$ cat src/rtl/flappy_ctrl_pkg.sv
// Shared types and default constants for the Flappy game sequencer.
package flappy_ctrl_pkg;

    localparam int SCORE_W = 4;

    localparam int DEF_DEBOUNCE_CYC = 500_000;
    localparam int DEF_PIPE_DIV     = 1_048_576;
    localparam int DEF_PHYS_DIV     = 2_097_152;
    localparam int DEF_FLASH_DIV    = 8_388_608;
    localparam int DEF_READY_CYC    = 50_000_000;

    typedef enum logic [1:0] {
        ST_IDLE  = 2'd0,
        ST_READY = 2'd1,
        ST_PLAY  = 2'd2,
        ST_LOSE  = 2'd3
    } game_state_t;

    // Width of a counter that runs 0..n-1; every divisor is at least 2.
    function automatic int cnt_w(input int n);
        return (n < 2) ? 1 : $clog2(n);
    endfunction

endpackage

$ cat src/rtl/flappy_game_ctrl_if.sv
// Sequencer bus: raw buttons, collision and score in; strobes, ticks and status out.
interface flappy_game_ctrl_if;
    import flappy_ctrl_pkg::*;

    logic               btn_start;
    logic               btn_jump;
    logic               lose;
    logic [SCORE_W-1:0] score_in;
    logic               start_o;
    logic               ack_o;
    logic               run_o;
    logic               pipe_tick;
    logic               phys_tick;
    logic               jump_o;
    logic               flash_o;
    logic [1:0]         state_o;
    logic [SCORE_W-1:0] high_score;

    modport master (
        input  btn_start, btn_jump, lose, score_in,
        output start_o, ack_o, run_o, pipe_tick, phys_tick, jump_o, flash_o,
               state_o, high_score
    );

    modport slave (
        output btn_start, btn_jump, lose, score_in,
        input  start_o, ack_o, run_o, pipe_tick, phys_tick, jump_o, flash_o,
               state_o, high_score
    );

endinterface

$ cat src/rtl/flappy_game_ctrl_btn_debounce.sv
// Button conditioner: 2-flop synchronizer, stability counter, one-cycle press pulse
// on the rising edge of the debounced level.
module btn_debounce
    import flappy_ctrl_pkg::*;
#(
    parameter int DEBOUNCE_CYC = DEF_DEBOUNCE_CYC
) (
    input  logic board_clk,
    input  logic Reset,
    input  logic i_btn,
    output logic o_press
);

    localparam int            CNT_W  = cnt_w(DEBOUNCE_CYC);
    localparam logic [CNT_W-1:0] CNT_TC = CNT_W'(DEBOUNCE_CYC - 1);

    logic             r_sync1;
    logic             r_sync2;
    logic             r_deb;
    logic             r_deb_d;
    logic             r_press;
    logic [CNT_W-1:0] r_cnt;

    always_ff @(posedge board_clk or posedge Reset) begin
        if (Reset) begin
            r_sync1 <= 1'b0;
            r_sync2 <= 1'b0;
            r_deb   <= 1'b0;
            r_deb_d <= 1'b0;
            r_press <= 1'b0;
            r_cnt   <= '0;
        end else begin
            r_sync1 <= i_btn;
            r_sync2 <= r_sync1;
            r_deb_d <= r_deb;
            r_press <= r_deb & ~r_deb_d;
            // Any sample that agrees with the accepted level restarts the count.
            if (r_sync2 != r_deb) begin
                if (r_cnt == CNT_TC) begin
                    r_deb <= r_sync2;
                    r_cnt <= '0;
                end else begin
                    r_cnt <= r_cnt + 1'b1;
                end
            end else begin
                r_cnt <= '0;
            end
        end
    end

    assign o_press = r_press;

endmodule

$ cat src/rtl/flappy_game_ctrl.sv
// Flappy game sequencer: debounced buttons, IDLE/READY/PLAY/LOSE FSM and tick enables.
// Define FLAPPY_HIGH_SCORE_EN to keep a best-score register; otherwise high_score is 0.
//   state    | meaning
//   ST_IDLE  | waiting for start press
//   ST_READY | get-ready delay of READY_CYC cycles
//   ST_PLAY  | running: ticks, jumps, collision watch
//   ST_LOSE  | flashing until start press acknowledges
module flappy_game_ctrl
    import flappy_ctrl_pkg::*;
#(
    parameter int DEBOUNCE_CYC = DEF_DEBOUNCE_CYC,
    parameter int PIPE_DIV     = DEF_PIPE_DIV,
    parameter int PHYS_DIV     = DEF_PHYS_DIV,
    parameter int FLASH_DIV    = DEF_FLASH_DIV,
    parameter int READY_CYC    = DEF_READY_CYC
) (
    input  logic                board_clk,
    input  logic                Reset,
    flappy_game_ctrl_if.master  bus
);

    localparam int PIPE_W  = cnt_w(PIPE_DIV);
    localparam int PHYS_W  = cnt_w(PHYS_DIV);
    localparam int FLASH_W = cnt_w(FLASH_DIV);
    localparam int READY_W = cnt_w(READY_CYC);

    localparam logic [PIPE_W-1:0]  PIPE_TC  = PIPE_W'(PIPE_DIV - 1);
    localparam logic [PHYS_W-1:0]  PHYS_TC  = PHYS_W'(PHYS_DIV - 1);
    localparam logic [FLASH_W-1:0] FLASH_TC = FLASH_W'(FLASH_DIV - 1);
    localparam logic [READY_W-1:0] READY_TC = READY_W'(READY_CYC - 1);

    logic w_start_press;
    logic w_jump_press;

    game_state_t        r_state;
    logic               r_start;
    logic               r_ack;
    logic               r_run;
    logic               r_pipe_tick;
    logic               r_phys_tick;
    logic               r_jump;
    logic               r_flash;
    logic [PIPE_W-1:0]  r_pipe_cnt;
    logic [PHYS_W-1:0]  r_phys_cnt;
    logic [FLASH_W-1:0] r_flash_cnt;
    logic [READY_W-1:0] r_ready_cnt;

    btn_debounce #(.DEBOUNCE_CYC(DEBOUNCE_CYC)) u_db_start (
        .board_clk (board_clk),
        .Reset     (Reset),
        .i_btn     (bus.btn_start),
        .o_press   (w_start_press)
    );

    btn_debounce #(.DEBOUNCE_CYC(DEBOUNCE_CYC)) u_db_jump (
        .board_clk (board_clk),
        .Reset     (Reset),
        .i_btn     (bus.btn_jump),
        .o_press   (w_jump_press)
    );

    always_ff @(posedge board_clk or posedge Reset) begin
        if (Reset) begin
            r_state     <= ST_IDLE;
            r_start     <= 1'b0;
            r_ack       <= 1'b0;
            r_run       <= 1'b0;
            r_pipe_tick <= 1'b0;
            r_phys_tick <= 1'b0;
            r_jump      <= 1'b0;
            r_flash     <= 1'b0;
            r_pipe_cnt  <= '0;
            r_phys_cnt  <= '0;
            r_flash_cnt <= '0;
            r_ready_cnt <= '0;
        end else begin
            r_start     <= 1'b0;
            r_ack       <= 1'b0;
            r_pipe_tick <= 1'b0;
            r_phys_tick <= 1'b0;
            r_jump      <= 1'b0;
            case (r_state)
                ST_IDLE: begin
                    if (w_start_press) begin
                        r_start     <= 1'b1;
                        r_ready_cnt <= '0;
                        r_state     <= ST_READY;
                    end
                end
                ST_READY: begin
                    if (r_ready_cnt == READY_TC) begin
                        r_run      <= 1'b1;
                        r_pipe_cnt <= '0;
                        r_phys_cnt <= '0;
                        r_state    <= ST_PLAY;
                    end else begin
                        r_ready_cnt <= r_ready_cnt + 1'b1;
                    end
                end
                ST_PLAY: begin
                    // Ticks are emitted even on the cycle a collision ends the round.
                    r_pipe_tick <= (r_pipe_cnt == PIPE_TC);
                    r_phys_tick <= (r_phys_cnt == PHYS_TC);
                    r_pipe_cnt  <= (r_pipe_cnt == PIPE_TC) ? '0 : r_pipe_cnt + 1'b1;
                    r_phys_cnt  <= (r_phys_cnt == PHYS_TC) ? '0 : r_phys_cnt + 1'b1;
                    if (bus.lose) begin
                        r_run       <= 1'b0;
                        r_flash     <= 1'b0;
                        r_flash_cnt <= '0;
                        r_state     <= ST_LOSE;
                    end else begin
                        r_jump <= w_jump_press;
                    end
                end
                ST_LOSE: begin
                    if (w_start_press) begin
                        r_ack   <= 1'b1;
                        r_flash <= 1'b0;
                        r_state <= ST_IDLE;
                    end else if (r_flash_cnt == FLASH_TC) begin
                        r_flash     <= ~r_flash;
                        r_flash_cnt <= '0;
                    end else begin
                        r_flash_cnt <= r_flash_cnt + 1'b1;
                    end
                end
                default: r_state <= ST_IDLE;
            endcase
        end
    end

`ifdef FLAPPY_HIGH_SCORE_EN
    logic               r_hs_pend;
    logic [SCORE_W-1:0] r_high_score;

    // Compare one cycle after the PLAY->LOSE transition so the final score has settled.
    always_ff @(posedge board_clk or posedge Reset) begin
        if (Reset) begin
            r_hs_pend    <= 1'b0;
            r_high_score <= '0;
        end else begin
            r_hs_pend <= (r_state == ST_PLAY) && bus.lose;
            if (r_hs_pend && (bus.score_in > r_high_score)) begin
                r_high_score <= bus.score_in;
            end
        end
    end

    assign bus.high_score = r_high_score;
`else
    logic w_unused_score;

    assign w_unused_score = ^bus.score_in;
    assign bus.high_score = '0;
`endif

    assign bus.start_o   = r_start;
    assign bus.ack_o     = r_ack;
    assign bus.run_o     = r_run;
    assign bus.pipe_tick = r_pipe_tick;
    assign bus.phys_tick = r_phys_tick;
    assign bus.jump_o    = r_jump;
    assign bus.flash_o   = r_flash;
    assign bus.state_o   = r_state;

endmodule

$ cat src/flat_wrapper.sv
// flat-port wrapper written by rule: the top's interface ports become plain ports
module flappy_game_ctrl_flat import flappy_ctrl_pkg::*;
#(
    parameter int DEBOUNCE_CYC = DEF_DEBOUNCE_CYC,
    parameter int PIPE_DIV     = DEF_PIPE_DIV,
    parameter int PHYS_DIV     = DEF_PHYS_DIV,
    parameter int FLASH_DIV    = DEF_FLASH_DIV,
    parameter int READY_CYC    = DEF_READY_CYC
)
  (board_clk, Reset, bus_btn_start, bus_btn_jump, bus_lose, bus_score_in, bus_start_o, bus_ack_o, bus_run_o, bus_pipe_tick, bus_phys_tick, bus_jump_o, bus_flash_o, bus_state_o, bus_high_score);
  flappy_game_ctrl_if bus_i ();
  input  logic board_clk;
  input  logic Reset;
  input wire logic [$bits(bus_i.btn_start)-1:0] bus_btn_start;
  input wire logic [$bits(bus_i.btn_jump)-1:0] bus_btn_jump;
  input wire logic [$bits(bus_i.lose)-1:0] bus_lose;
  input wire logic [$bits(bus_i.score_in)-1:0] bus_score_in;
  output wire logic [$bits(bus_i.start_o)-1:0] bus_start_o;
  output wire logic [$bits(bus_i.ack_o)-1:0] bus_ack_o;
  output wire logic [$bits(bus_i.run_o)-1:0] bus_run_o;
  output wire logic [$bits(bus_i.pipe_tick)-1:0] bus_pipe_tick;
  output wire logic [$bits(bus_i.phys_tick)-1:0] bus_phys_tick;
  output wire logic [$bits(bus_i.jump_o)-1:0] bus_jump_o;
  output wire logic [$bits(bus_i.flash_o)-1:0] bus_flash_o;
  output wire logic [$bits(bus_i.state_o)-1:0] bus_state_o;
  output wire logic [$bits(bus_i.high_score)-1:0] bus_high_score;
  assign bus_i.btn_start = bus_btn_start;
  assign bus_i.btn_jump = bus_btn_jump;
  assign bus_i.lose = bus_lose;
  assign bus_i.score_in = bus_score_in;
  assign bus_start_o = bus_i.start_o;
  assign bus_ack_o = bus_i.ack_o;
  assign bus_run_o = bus_i.run_o;
  assign bus_pipe_tick = bus_i.pipe_tick;
  assign bus_phys_tick = bus_i.phys_tick;
  assign bus_jump_o = bus_i.jump_o;
  assign bus_flash_o = bus_i.flash_o;
  assign bus_state_o = bus_i.state_o;
  assign bus_high_score = bus_i.high_score;
  flappy_game_ctrl #(.DEBOUNCE_CYC(DEBOUNCE_CYC), .PIPE_DIV(PIPE_DIV), .PHYS_DIV(PHYS_DIV), .FLASH_DIV(FLASH_DIV), .READY_CYC(READY_CYC)) u_core (.board_clk(board_clk), .Reset(Reset), .bus(bus_i));
endmodule
$ cat config.mk
export PLATFORM = sky130hd
export DESIGN_NAME = flappy_game_ctrl_flat
export DESIGN_NICKNAME = d
export VERILOG_FILES = /design/src/rtl/flappy_ctrl_pkg.sv /design/src/rtl/flappy_game_ctrl_if.sv /design/src/rtl/flappy_game_ctrl_btn_debounce.sv /design/src/rtl/flappy_game_ctrl.sv /design/src/flat_wrapper.sv
export SDC_FILE = /design/constraint.sdc
export NUM_CORES = 1
export LEC_CHECK = 0
export CORE_AREA = 2 2 127 129
export CTS_CLUSTER_SIZE = 10
export DETAILED_ROUTE_END_ITERATION = 10
export DIE_AREA = 0 0 129 131
export GPL_ROUTABILITY_DRIVEN = 0
export GPL_TIMING_DRIVEN = 0
export PLACE_DENSITY = 0.67
export SLEW_MARGIN = 20
export SYNTH_ARGS = -nofsm -noshare
export SYNTH_HDL_FRONTEND = slang
export SYNTH_SLANG_ARGS = --single-unit
$ cat constraint.sdc
create_clock -name board_clk -period 11.75 [get_ports board_clk]
set_input_delay 2.9375 -clock board_clk [delete_from_list [all_inputs] [get_ports board_clk]]
set_output_delay 2.9375 -clock board_clk [all_outputs]
set_load 0.01 [all_outputs]
== After elaboration in Yosys (flattened, before gate mapping) ==
Index checks and enable logic that the tools add are counted.
Storage, ports and cells
  output and inout port bits: 13
  input port bits: 9
  logic and storage cells: 100
  bits in registers: 147
Operators by class
  reductions and logical operators: 12
  equality and inequality tests: 18
  muxes and demuxes: 35
  bitwise logic cells: 5
  add/subtract/negate cells: 6
Operators by type and width (count)
  $mux 19: 4
  $mux 23: 3
  $mux 26: 2
  $pmux 26 s2: 1
  $pmux 23 s2: 1
  $mux 21: 2
  $pmux 21 s2: 1
  $mux 20: 2
  $pmux 20 s2: 1
  $add 19x1->19 const B: 2
  $eq 19x19->1 const B: 2
  $add 26x1->26 const B: 1
  $eq 26x26->1 const B: 1
  $add 23x1->23 const B: 1
  $eq 23x23->1 const B: 1
  $add 21x1->21 const B: 1
  $eq 21x21->1 const B: 1
  $add 20x1->20 const B: 1
  $eq 20x20->1 const B: 1
  $reduce_and 3->1: 4
  $mux 1: 11
  $ne 2x2->1 const B: 5
  $mux 2: 4
  $pmux 2 s4: 1
  other kinds (12): 22

== Logic depth before layout (Yosys ltp) ==
  depth in word-level cells: 4
  gate-level depth with buffers: 9
  depth with buffers taken out: 7

== Hierarchy ==
From an unflattened synthesis, not the netlist that was laid out.
Unflattened totals
  cell total of the unflattened synthesis: 840
  area total of the unflattened synthesis: 8017.7 um^2
Modules (own cells, without submodules)
  flappy_game_ctrl: instances 1, area each 5723.0 um^2, cells each 628, sequential area each 2477.4 um^2
  btn_debounce: instances 2, area each 1147.4 um^2, cells each 106, sequential area each 600.6 um^2

== Least setup slack after synthesis ==
Ideal clock, no wire load.
  path type: input -> register
  start point: in bus_lose
  end point: reg u_core.r_flash_cnt[20]
  library setup time: 0.141 ns
  path buffers: 1
  arrival time: 3.990 ns
  data required time: 11.609 ns
  cell stages on the path: 6
  slack: 7.619 ns
  cell sequence: mux2i_1 -> or3_1 -> clkbuf_1 -> nor4_1 -> xnor2_1 -> nor2_1
Between the ends
  cells in the longest elaborated chain, start to end: 2
RTL lines
  start: declaration: line flat_wrapper.sv:16  | input wire logic [$bits(bus_i.lose)-1:0] bus_lose;
  $ne 2x2->1 (no line)
  $reduce_and 3->1 (no line)
  end signal: assignment: line flappy_game_ctrl.sv:124  | r_flash_cnt <= r_flash_cnt + 1'b1;
  end: declaration: line flappy_game_ctrl.sv:45  | logic [FLASH_W-1:0] r_flash_cnt;
No other way between the ends.
A chain may end at the register's enable or synchronous reset.

== Worst setup path after layout ==
  start point: in bus_lose
  end point: reg u_core.r_flash_cnt[9]
Same word-level chain as after synthesis.

==> run summary <==
status: complete, no violations
top flip-flop cell by instance count after synthesis: dfrtp_1
share of layout cells above drive strength 1: 0.0704
dominant cells by area after synthesis: dfrtp_1, nor2_1, xnor2_1
required time of the critical path: 12.04 ns
synthesized instance count: 833
count of distinct cell types in the synthesized netlist: 61
Routed wire per std cell: 16.1 um
final HPWL from detailed placement: 11.6 mm
largest area contributor in the synthesized netlist: dfrtp_1
post-detailed-route DRC marker count: 0
fmax: 217 MHz
Layout fillers: 1370
sequential cell area fraction in the yosys report: 0.475
maximum fanout along the worst path: 6
element type at the critical path end: register
total power per unit cell area: 120 nW/um^2
setup repair after global routing missed its margin: false
worst slew margin relative to its limit: 0.273
Iter 0 DRT Violations: 673
Die Height: 131 um
Setup TNS Final: 0 ns
global-route usage over all layers: 0.221
Clock Root Buffer: clkbuf_16
dominant cell by count in the synthesized netlist: dfrtp_1
number of synthesized register bits: 147
Avg Synthesized Cell Area: 9.29 sq um
Final Hold Viols: 0
Antenna diodes: 0
CP arrival: 4.91 ns
iteration count of the initial detailed-routing pass: 5
number of enable-type register cells in the synthesized netlist: 0
total wire length after detailed routing: 17.6 mm
Site Rows: 46
Leakage Power: 0.00364 uW
proportion of synthesized flip-flops having asynchronous set or reset: 1.00
sort of element at the start of the critical path: primary input
share of the synthesized area in the top cell type: 0.475
worst-case vdd ir drop: 0.153 mV
maximum count of clock buffers along a single path: 2
warning count from the yosys run: 0
synthesis-to-finish area growth: 13.0%
initial cell density of the core: 0.496
insertion delay to the later sink of the worst-skew pair: 0.44 ns
vias in the first global route: 6300
Crit Path Class: primary input to register
routed vias: 6494
htree depth: 4
global-route wire length before repair: 30.0 mm
CTS clk-pin slew, worst paths: 0.06 ns
number of antenna violations at the first check in global routing: 0
final-stage net count: 889
detailed-route vias per instance: 5.92
combined area of all synthesized cells: 7740 sq um
final period utilization: 0.393
clock tree from TritonCTS: built
Hold Crit Class: register to register
total congestion overflow: 0
tightest hold margin: 0.355 ns
# setup viols final: 0
top cell types by occurrence after synthesis: dfrtp_1, nor2_1, nand3_1
horizontal die dimension: 129 um
count of buffers from port buffering: 13
clock buffer count from CTS: 17
transition time at the pin with the least slew margin: 1.08 ns
Routed Antenna Nets: 0
max-cap violations: 0
Layout Skew: 0.0168 ns
Die ar.: 16900 sq um
Ports: 22
pin count of the biggest net entering global routing: 95
core region area: 15600 sq um
hold buffers post-CTS: 0
Post CTS Setup Buffer Count: 0
Resized cells post-CTS: 0
crit path time final: 4.61 ns
number of sinks handled by clock tree synthesis: 147
Pins Over Slew Limit: 0
area by class of cell:
class,instances,area [sq um],share of cell area
Multi-Input combinational cell,635,3840,0.439
Clock inverter,12,109,0.0124
Inverter,18,75.1,0.00858
Sequential cell,147,3680,0.420
Timing Repair Buffer,14,158,0.0180
Buffer,36,161,0.0184
Tap cell,216,270,0.0309
Clock buffer,19,453,0.0518
path summary, 6_finish.rpt:
| kind | from | end | slack, ns | cells after the start |
|---|---|---|---|---|
| worst max register to register | u_core.bus.state_o[1]$_DFFE_PP0P_ | u_core.r_ready_cnt[7]$_DFFE_PP0P_ | 8.70 | 9 |
| max in group asynchronous | Reset | u_core.r_ready_cnt[8]$_DFFE_PP0P_ | 8.05 | 3 |
| min in group asynchronous | Reset | u_core.u_db_start.r_cnt[7]$_DFF_PP0_ | 2.92 | 2 |
| worst min register to register | u_core.u_db_start.r_sync1$_DFF_PP0_ | u_core.u_db_start.r_sync2$_DFF_PP0_ | 0.36 | 0 |
| worst max-delay path | bus_lose | u_core.r_flash_cnt[9]$_DFFE_PP0P_ | 7.14 | 6 |
| worst min-delay path | u_core.u_db_start.r_sync1$_DFF_PP0_ | u_core.u_db_start.r_sync2$_DFF_PP0_ | 0.36 | 0 |
layout by cell type, fill, tap and decap left out, types with 9 or more instances in the layout:
master,Yosys,routed
dfrtp_1,147,147
nor2_1,107,107
nand3_1,61,61
nand2_1,60,60
o21ai_0,47,47
nand4_1,42,42
xnor2_1,39,39
nor3_1,26,26
clkbuf_1,25,25
and3_1,23,23
a22o_1,20,20
a21oi_1,19,19
xor2_1,18,18
o31ai_1,17,17
clkbuf_16,0,17
inv_1,17,16
a31oi_1,16,16
clkdlybuf4s50_1,0,13
nor4_1,12,12
ha_1,11,11
or4_1,10,10
or2_2,9,9
nor2b_1,9,9
power by group:
part | internal, uW | switching (uW) | total (uW)
registers | 509 | 2.08 | 511
clock network | 301 | 216 | 517
logic | 5.53 | 14.8 | 20.3
worst max-delay path: stages:
cell,delay [ns]
clkdlybuf4s50_1,0.59
mux2i_1,0.22
nor3_1,0.69
nand4_1,0.21
xor2_1,0.19
nor2_1,0.07
kinds of logic after synthesis:
group / count (synthesis) / synth area share
buf+inv: 54 / 0.0296
flops: 147 / 0.475
compound gates: 146 / 0.127
simple gates: 410 / 0.276
other cells: 1 / 0.000485
xor+xnor: 57 / 0.0645
mux: 7 / 0.00954
fa+ha+maj: 11 / 0.0178
routing by layer:
metal / track usage / wire length (um) / vias to the layer above
met4: 0.0812 / 267 / 0
met3: 0.0525 / 836 / 24
met1: 0.297 / 8000 / 3183
met5: 0 / 0 / -
met2: 0.353 / 8540 / 181
li1: - / - / 3106
state kept, by name, indices dropped and copies added, names as in the netlist, 2 cells and up:
name                     flops
u_core.r_phys_cnt           21
u_core.r_pipe_cnt           20
u_core.u_db_start.r_cnt     19
u_core.r_flash_cnt          23
u_core.r_ready_cnt          26
u_core.bus.state_o           2
u_core.u_db_jump.r_cnt      19
through the flow:
stage	area, sq um	utilization	power (uW)	setup WS (ns)	std cells
floorplan	7750	-	533	4.86	836
global placement	8150	0.523	539	2.92	1065
detailed placement	8190	0.525	541	6.71	1066
CTS	8750	0.561	1060	7.15	1097
global route	8750	0.561	1080	6.96	1097
finish	8750	0.561	1050	7.14	1097
No activity file was read; power rests on OpenSTA's default activity.
==> edit 1, RTL diff (same flow settings) <==
Change the package constant `DEF_READY_CYC` from 50_000_000 to 25_000_000.
--- a/src/rtl/flappy_ctrl_pkg.sv
+++ b/src/rtl/flappy_ctrl_pkg.sv
@@ -7,7 +7,7 @@
     localparam int DEF_PIPE_DIV     = 1_048_576;
     localparam int DEF_PHYS_DIV     = 2_097_152;
     localparam int DEF_FLASH_DIV    = 8_388_608;
-    localparam int DEF_READY_CYC    = 50_000_000;
+    localparam int DEF_READY_CYC    = 25_000_000;
 
     typedef enum logic [1:0] {
         ST_IDLE  = 2'd0,
Check against the original RTL: no difference found for any inputs over 10 cycles, from zero or initial values and one cycle with Reset high; that may be too few to reach the edited logic, so the function may still have changed.
==> edit 1 against the original RTL <==
- area after synthesis is 1.8% lower
- sequential cell count is 1 lower
- worst setup slack worse by 0.22 ns
- core utilization shrank 0.14 points
- power up 8.8%
- wire length down 6.8%
- critical path depth grew 1
- global-route usage shrank 1.1 points
- count of clock-buffer cells in the layout grew 4
- hold slack worse by 0.0068 ns
- final area decreased by 0.26%
- critical path type unchanged
- largest power group unchanged
==> edit 1: results <==
drt:
  dr.first_iter.drc_count: 480
  wl_per_cell_um: 15.3
  vias: 6146
  met3_wirelength_um: 587
  m1WireLength_mm: 7.74
critical_path:
  cp_slowest_cell: "clkdlybuf4s50_1"
  max_stage_delay_ns: 0.54
  cp.arrival_ns: 5.11
  crit_path_max_fanout: 9
  cpLargestDelayFamily: "simple AND/OR/NAND/NOR gates"
final_layout:
  num-fill-cells: 1349
  nNetsFinal: 866
  top_regs: "u_core.r_ready_cnt: 25 flops, u_core.r_flash_cnt: 23 flops, u_core.r_phys_cnt: 21 flops"
  final_cells: 1074
placed_design:
  dpl.hpwl_mm: 11.2
  dp_slack_ns: 6.48
synth:
  synth.area.top_cells: "dfrtp_1 (48%), nor2_1 (5.3%), xor2_1 (4.0%)"
  ys_seq_area_share_pct: 48.1
  synthTopCellsByCount: "dfrtp_1 (146), nor2_1 (108), nand2_1 (75), nand3_1 (52), o21ai_0 (44)"
  ys_types: 59
grt:
  grt_usage_pct: 21.0
  grt_max_degree: 97
  grt_pass1_vias: 5932
pwr:
  leakagePower_nw: 3.67
  irDropWorstVdd_v: 0.000137
outcome:
  status: "completed"
timing:
  fin_skew_ns: 0.0114
  slew_headroom_pct: 42.6
clock_tree:
  clk_latency_ns: 0.42
[edit 1: cell types whose count changed after synthesis, moves of 8 or more]
cell	delta
xor2_1	+17
nand3_1	-9
nand2_1	+15
a31oi_1	-8
xnor2_1	-18
nand4_1	-11
o31ai_1	-8
[edit 1: path summary, 6_finish.rpt]
path | depth (start not counted) | start | endpoint | slack [ns]
hold reg to reg | 0 | u_core.u_db_jump.r_sync1 | u_core.u_db_jump.r_sync2 | 0.35
max in group asynchronous | 3 | Reset | u_core.r_phys_cnt[1] | 8.04
setup / recovery | 7 | bus_lose | u_core.r_flash_cnt[19] | 6.92
hold / removal | 0 | u_core.u_db_jump.r_sync1 | u_core.u_db_jump.r_sync2 | 0.35
setup reg to reg | 7 | u_core.bus.state_o[0] | u_core.r_pipe_cnt[3] | 8.66
min in group asynchronous | 2 | Reset | u_core.r_ready_cnt[8] | 2.93
[edit 1: kinds of logic (layout without fill, tap and decap cells)]
family	count (synthesis)	in the layout	share of synthesized area, %
adder cells (fa/ha/maj)	11	11	1.81
AO/OA/AOI/OAI	145	145	13.1
XOR/XNOR	56	56	6.45
AND/OR/NAND/NOR	383	383	25.7
buffers and inverters	57	102	3.21
flip-flops	146	146	48.1
multiplexers	11	11	1.51
other	1	4	0.0493
[edit 1: cell type report]
type	instances	area, um^2	share of cell area [%]
flip-flops and latches	146	3650	41.9
repair buffers	14	158	1.81
clock buffers	23	508	5.82
plain buffers	34	158	1.81
well taps	216	270	3.10
inverters	23	93.8	1.08
clock inverters	8	171	1.96
multi-input cells	610	3710	42.6
[edit 1: where the power goes]
part | internal (mW) | switching, mW | total (mW) | leakage (nW)
sequential | 0.505 | 0.00200 | 0.507 | 1.98
clock | 0.410 | 0.202 | 0.612 | 0.331
combinational | 0.00559 | 0.0148 | 0.0204 | 1.36
total | 0.921 | 0.219 | 1.14 | 3.67
[edit 1: metrics by stage]
stage | utilization, % | area [um^2]
floorplan | - | 7610
global placement | 51.4 | 8010
detailed placement | 51.6 | 8050
CTS | 55.9 | 8730
global route | 55.9 | 8730
finish | 55.9 | 8730
[edit 1: layer usage]
layer | track usage [%] | vias to the layer above
li1 | - | 2998
met1 | 28.9 | 3019
met2 | 34.1 | 112
met3 | 4.60 | 17
met4 | 5.56 | 0
met5 | 0 | -
==> edit 2, RTL diff (same settings) <==
Without the edit above. Add a define of `FLAPPY_HIGH_SCORE_EN`.
--- a/src/rtl/flappy_game_ctrl.sv
+++ b/src/rtl/flappy_game_ctrl.sv
@@ -5,6 +5,8 @@
 //   ST_READY | get-ready delay of READY_CYC cycles
 //   ST_PLAY  | running: ticks, jumps, collision watch
 //   ST_LOSE  | flashing until start press acknowledges
+`define FLAPPY_HIGH_SCORE_EN
+
 module flappy_game_ctrl
     import flappy_ctrl_pkg::*;
 #(
Behaviour: no difference found for any inputs over 10 cycles, from zero or initial values and one cycle with Reset high; that may be too few to reach the edited logic, so the function may still have changed.
==> edit 2 against the original RTL <==
- power rose by 6.6%
- sequential cell count rose by 5
- wire length fell by 0.44%
- fmax fell by 3.1%
- count of clock-buffer cells in the layout rose by 3
- critical endpoint is now u_core.r_flash_cnt[19]
- via count barely moved
- area after synthesis rose by 1.8%
- final area rose by 3.1%
- worst setup slack got worse by 0.15 ns
- critical path depth rose by 1
- largest cell class unchanged
- sequential share of layout area rose by 0.12 points
- die area did not move
==> edit 2: results <==
outcome:
  status: "completed"
drt:
  met3_wirelength_um: 743
  wl_per_cell_um: 16.1
  drt-vias-per-instance: 5.94
  wl_met2_mm: 8.64
  m1WireLength_mm: 7.97
pwr:
  cellPowerDensity_nw_per_um2: 124
  irDropWorstVdd_v: 0.000104
  p_int_mw: 0.884
  leakagePower_nw: 3.90
timing:
  slew_headroom_pct: 26.5
critical_path:
  max_stage_delay_ns: 0.59
  cp.arrival_ns: 5.05
  cp_slowest_cell: "clkdlybuf4s50_1"
  regToRegStartpoint: "u_core.r_ready_cnt[8]"
final_layout:
  final_layout_size_suffix_gt1_share_pct: 7.06
grt:
  use_met2_pct: 36.9
  grt_pass1_wl_mm: 30.3
  grt_util_met1_pct: 28.7
  grt_use_met3_pct: 5.50
  grt_usage_pct: 22.3
synth:
  yosys-mux-area-fraction_pct: 1.38
  synthTopCellsByCount: "dfrtp_1 (152), nor2_1 (94), nand2_1 (59), nand3_1 (51), o21ai_0 (47)"
  synth_xor_xnor_area_share_pct: 6.00
  syn_inst: 824
placed_design:
  io_buffers: 21
  post-place-cells: 1062
==> edit 2: final cells by class <==
| class | instances | area, um^2 | share of cell area (%) |
|---|---|---|---|
| buffer | 28 | 129 | 1.43 |
| clock buffer | 22 | 474 | 5.26 |
| clock inverter | 10 | 141 | 1.57 |
| inverter | 24 | 97.6 | 1.08 |
| multi-input combinational | 620 | 3870 | 42.9 |
| sequential | 152 | 3800 | 42.2 |
| tap | 216 | 270 | 3.00 |
| timing repair buffer | 22 | 238 | 2.64 |
==> edit 2: worst paths after layout <==
kind	endpoint	slack (ns)	depth (start not counted)
max	u_core.r_flash_cnt[19]	6.99	7
min	u_core.u_db_start.r_sync2	0.36	0
max reg2reg	u_core.r_pipe_cnt[8]	8.95	8
min reg2reg	u_core.u_db_start.r_sync2	0.36	0
max in group asynchronous	u_core.r_flash_cnt[6]	8.00	3
min in group asynchronous	u_core.bus.jump_o	2.94	2
